[src/rtl/fifo_gray_sync.sv]
// fifo_gray_sync: Gray pointer CDC synchronizer; clk/resetn(sync, active-high) in, syn_ptr_in Gray pointer in, syn_ptr_out synced Gray, bin_ptr_out registered binary, ptr_upd change pulse, gray_err sticky multi-bit flag, err_clr (only with SYNC_GRAY_CHECK_EN) clears it
module fifo_gray_sync #(
  parameter int PTR_WIDTH = 6,
  parameter int STAGES = 2
) (
  input  logic clk,
  input  logic resetn,
  input  logic [PTR_WIDTH:0] syn_ptr_in,
`ifdef SYNC_GRAY_CHECK_EN
  input  logic err_clr,
`endif
  output logic [PTR_WIDTH:0] syn_ptr_out,
  output logic [PTR_WIDTH:0] bin_ptr_out,
  output logic ptr_upd,
  output logic gray_err
);
  if (STAGES < 2 || STAGES > 4) begin : g_bad_stages
    $error("fifo_gray_sync: STAGES must be in 2..4");
  end
  localparam logic [PTR_WIDTH:0] ONE = 1;
  logic [PTR_WIDTH:0] sync_q [STAGES];
  logic [PTR_WIDTH:0] prev_q, bin_q, bin_d, diff;
  logic upd_q;
  assign syn_ptr_out = sync_q[STAGES-1];
  assign bin_ptr_out = bin_q;
  assign ptr_upd = upd_q;
  assign diff = syn_ptr_out ^ prev_q;
  always_comb begin
    bin_d = '0;
    for (int i = 0; i <= PTR_WIDTH; i++) bin_d[i] = ^(syn_ptr_out >> i);
  end
  always_ff @(posedge clk)
    if (resetn) begin
      for (int i = 0; i < STAGES; i++) sync_q[i] <= '0;
      prev_q <= '0;
      bin_q <= '0;
      upd_q <= 1'b0;
    end else begin
      sync_q[0] <= syn_ptr_in;
      for (int i = 1; i < STAGES; i++) sync_q[i] <= sync_q[i-1];
      prev_q <= syn_ptr_out;
      bin_q <= bin_d;
      upd_q <= |diff;
    end
`ifdef SYNC_GRAY_CHECK_EN
  logic err_q;
  assign gray_err = err_q;
  always_ff @(posedge clk)
    if (resetn) err_q <= 1'b0;
    else err_q <= (|(diff & (diff - ONE))) | (err_q & ~err_clr);
`else
  logic unused_one;
  assign unused_one = ^ONE;
  assign gray_err = 1'b0;
`endif
endmodule

[config.mk]
export PLATFORM = sky130hd
export DESIGN_NAME = fifo_gray_sync
export DESIGN_NICKNAME = d
export VERILOG_FILES = /design/src/rtl/fifo_gray_sync.sv
export SDC_FILE = /design/constraint.sdc
export NUM_CORES = 1
export LEC_CHECK = 0
export CAP_MARGIN = 20
export CORE_UTILIZATION = 40
export DETAILED_ROUTE_END_ITERATION = 7
export DONT_BUFFER_PORTS = 1
export PLACE_DENSITY = 0.67
export SYNTH_ARGS = -nofsm -noshare
export SYNTH_HDL_FRONTEND = slang
export SYNTH_SLANG_ARGS = --single-unit
[constraint.sdc]
create_clock -name clk -period 1.5 [get_ports clk]
set_input_delay 0.45 -clock clk [delete_from_list [all_inputs] [get_ports clk]]
set_output_delay 0.45 -clock clk [all_outputs]
set_load 0.02 [all_outputs]
### Word level (Yosys, flattened, before mapping)

Memories as Yosys holds them, arrays and structs flattened.
Index checks and enable logic that the tools add are counted.
Widths: inputs -> output; s select.

* register bits after elaboration: 15
* memory bits (writable): 14
* memories: 1
* output and inout bits: 16
* logic and storage cells: 20
* input bits: 9

Memory list
* sync_q: depth 2, width 7, rd ports 2, clocked after memory_dff 0, write ports 2, RTL line 21 `logic [PTR_WIDTH:0] sync_q [STAGES];`

* reductions and logical operators: 8
* bitwise gates (word level): 3
* mux-type cells: 5

Operator list (count)
* $reduce_xor 7->1: 7
* $mux 7: 2
* $reduce_or 7->1: 1
* $xor 7x7->7: 1
* $mux 1: 3
* $or 1x1->1: 2

### Logic depth before layout (Yosys ltp)

* depth in word-level cells: 3
* depth in mapped cells: 4
* gate-level depth less buffers: 3

### Worst setup path after synthesis

No wires, ideal clock.

* path type: register to register
* start: memory sync_q[0][13] (netlist bit)
* end: register bin_q[0], in the netlist bin_ptr_out[0]
* data arrival time: 1310 ps
* slack: 125 ps
* stages on the path, launching flop included: 4
* data required time: 1435 ps
* clock period less this slack: 1375 ps
* cell sequence: dfxtp_1 xor3_2 xnor3_1 nor2_1

RTL lines
* start: declaration: RTL line 21
* end signal: assignment: RTL line 42 `bin_q <= bin_d;`
* end: declaration: RTL line 22 `logic [PTR_WIDTH:0] prev_q, bin_q, bin_d, diff;`

==> metrics <==
status=completed; hold wc startpoint=resetn; area occupied by multi-input gates=between 300 and 400 um2; commonest non-fill, non-tap cell in the layout=dfxtp_1; # rows=17; clk_skew=approximately 0.0032 ns; Setup TNS=0 ns; die area=around 2800 um2; R2R Path Start=sync_q[0][12]; postcts setup bufs=0; syn_nets=95; layout cells sized above 1=0.179; TritonCTS clock tree=yes; Hold Fails Final Rpt=0; Final Hold Slack=0.174 ns; routed len/inst=11.3 um; number of buffers on the longest clock path=2; part of the cycle the worst path needs=0.932; vias per cell=between 4 and 5; final core occ=0.467; initial antenna violation count=0; Post-Synthesis Cells=86; RSZ-0062 raised after global routing=false; ANT cells=0; first-pass GRT wire length=approximately 2.2 mm; design area=approximately 1100 um2; Final ANT Viol Nets=0; max-cap viol count=0; CTS Buf Count=3; Remaining DRCs=0; Iteration-0 DRC Markers=3; critical path peak fanout=5; # fillers=213; clock slew at reported path FFs=roughly 0.14 ns; FMAX=715 MHz; Critical Path Sink Type=flop; placed cell area=just over 1000 um2; I/O pin count=25; distinct cell type count after synthesis=13; Initial Util=0.441; Leakage Power=approximately 0.47 nW; mean post-synth cell area=approximately 12 um2; vias in the first global route=between 400 and 500; clock latency on the worst-skew pair=around 0.32 ns; #FFs+latches synth=28; Worst Setup Path Type=flop to flop; Critical Path AT=about 1.7 ns; root buffer cell=clkbuf_4; DR vias=roughly 500; port bufs=0; setup violators final=0; CP Data Required Time=between 1.5 and 2 ns; Hold Path Class=primary input to flop; commonest non-fill, non-tap cells in the layout=25 x dfxtp_1, 22 x nor2b_1, 7 x buf_4; Synth Cell Area=1020 um2; Final GP Congestion=0.696; yosys synthesis warning count=0; min cycle time layout=1.40 ns; Max VDD drop=0.948 mV; Die W=between 50 and 60 um; Core Area=between 2000 and 2500 um2; overall routing resource usage=0.115; DIE HEIGHT=approximately 53 um; fin nets=94; clock sinks=28; Worst setup SP type=flop; pin count of the biggest net entering global routing=29; total area of sequential cells=between 500 and 600 um2; Final Max Tran Viols=0; H-Tree Depth=1; routed wire length=1.27 mm; first drt pass iteration count=4; Critical Path Source=sync_q[0][12]; total gr overflow=0; sequential-to-total area share from yosys stat=0.548; Power Density=approximately 1300 nW/um2; Layout area overhead=6.00%
==> report_power, final <==
part           internal [W]  total (W)  switching [W]  leakage, nW
logic             0.0000731   0.000118      0.0000450        0.210
clock network      0.000270   0.000476       0.000206       0.0279
registers          0.000788   0.000837      0.0000488        0.232
total               0.00113    0.00143       0.000300        0.470
==> flip-flops by register name, summed over array words and instances, names as in the netlist <==
| signal | flops |
|---|---|
| sync_q | 14 |
| ptr_upd | 1 |
| prev_q | 6 |
| bin_ptr_out | 7 |
==> worst paths after layout <==
kind	to	slack, ns	cells past startpoint
max reg2reg	bin_ptr_out[1]	0.10	3
min	sync_q[0][8]	0.17	1
min reg2reg	sync_q[0][10]	0.44	1
max	bin_ptr_out[1]	0.10	3
==> stage by stage <==
stage                     setup WS [ns]  total power [W]  instances
final                             0.102          0.00143        112
after global placement            0.190         0.000968        108
after global routing             0.0127          0.00150        112
after CTS                        0.0204          0.00145        112
after floorplan                   0.125         0.000965         86
after detailed placement          0.129         0.000973        108
==> critical path, stage by stage, from the launching register on <==
cell     delay (ns)
dfxtp_1        0.45
xor3_2         0.45
xnor3_1        0.36
nor2_1         0.10
==> final cells by class <==
cell class / count / area share
Multi-Input combinational cell: 45 / 0.350
Clock buffer: 3 / 0.0208
Timing Repair Buffer: 7 / 0.0485
Tap cell: 28 / 0.0323
Sequential cell: 28 / 0.521
Clock inverter: 1 / 0.0277
==> routing by layer <==
layer / GRT usage / vias to the layer above / routed length (um) / share of wire
met4: 0.0263 / 0 / 0 / 0
met5: 0 / - / 0 / 0
met1: 0.143 / 223 / 569 / 0.45
li1: - / 251 / - / -
met2: 0.165 / 22 / 606 / 0.48
met3: 0.0725 / 0 / 94 / 0.074
==> synth_stat cells <==
master	instances	share of area
nor4_1	1	0.0061
nor2_1	5	0.018
xor3_2	1	0.024
clkbuf_1	4	0.015
a41oi_1	1	0.0086
buf_4	9	0.066
conb_1	1	0.0037
xnor2_1	5	0.043
dfxtp_1	28	0.55
xnor3_1	3	0.066
xor2_1	5	0.043
xor3_1	1	0.023
nor2b_1	22	0.13
==> cell families (layout without fill, tap and decap cells) <==
family          after synthesis  in the layout  synth area share
flops                        28             28             0.548
compound gates                1              1           0.00857
xor+xnor                     15             15             0.199
buf+inv                      13             11            0.0808
simple gates                 28             28             0.159
other cells                   1              1           0.00367
==> what timing repair did <==
action                                  in CTS  in global routing
hold buffers                                 0                  0
endpoints found under the setup margin       1                  2
gates cloned                                 0                  0
pin swaps                                    0                  0
resized for setup                            1                  2
Note: power is estimated with default switching activity, not from simulation.
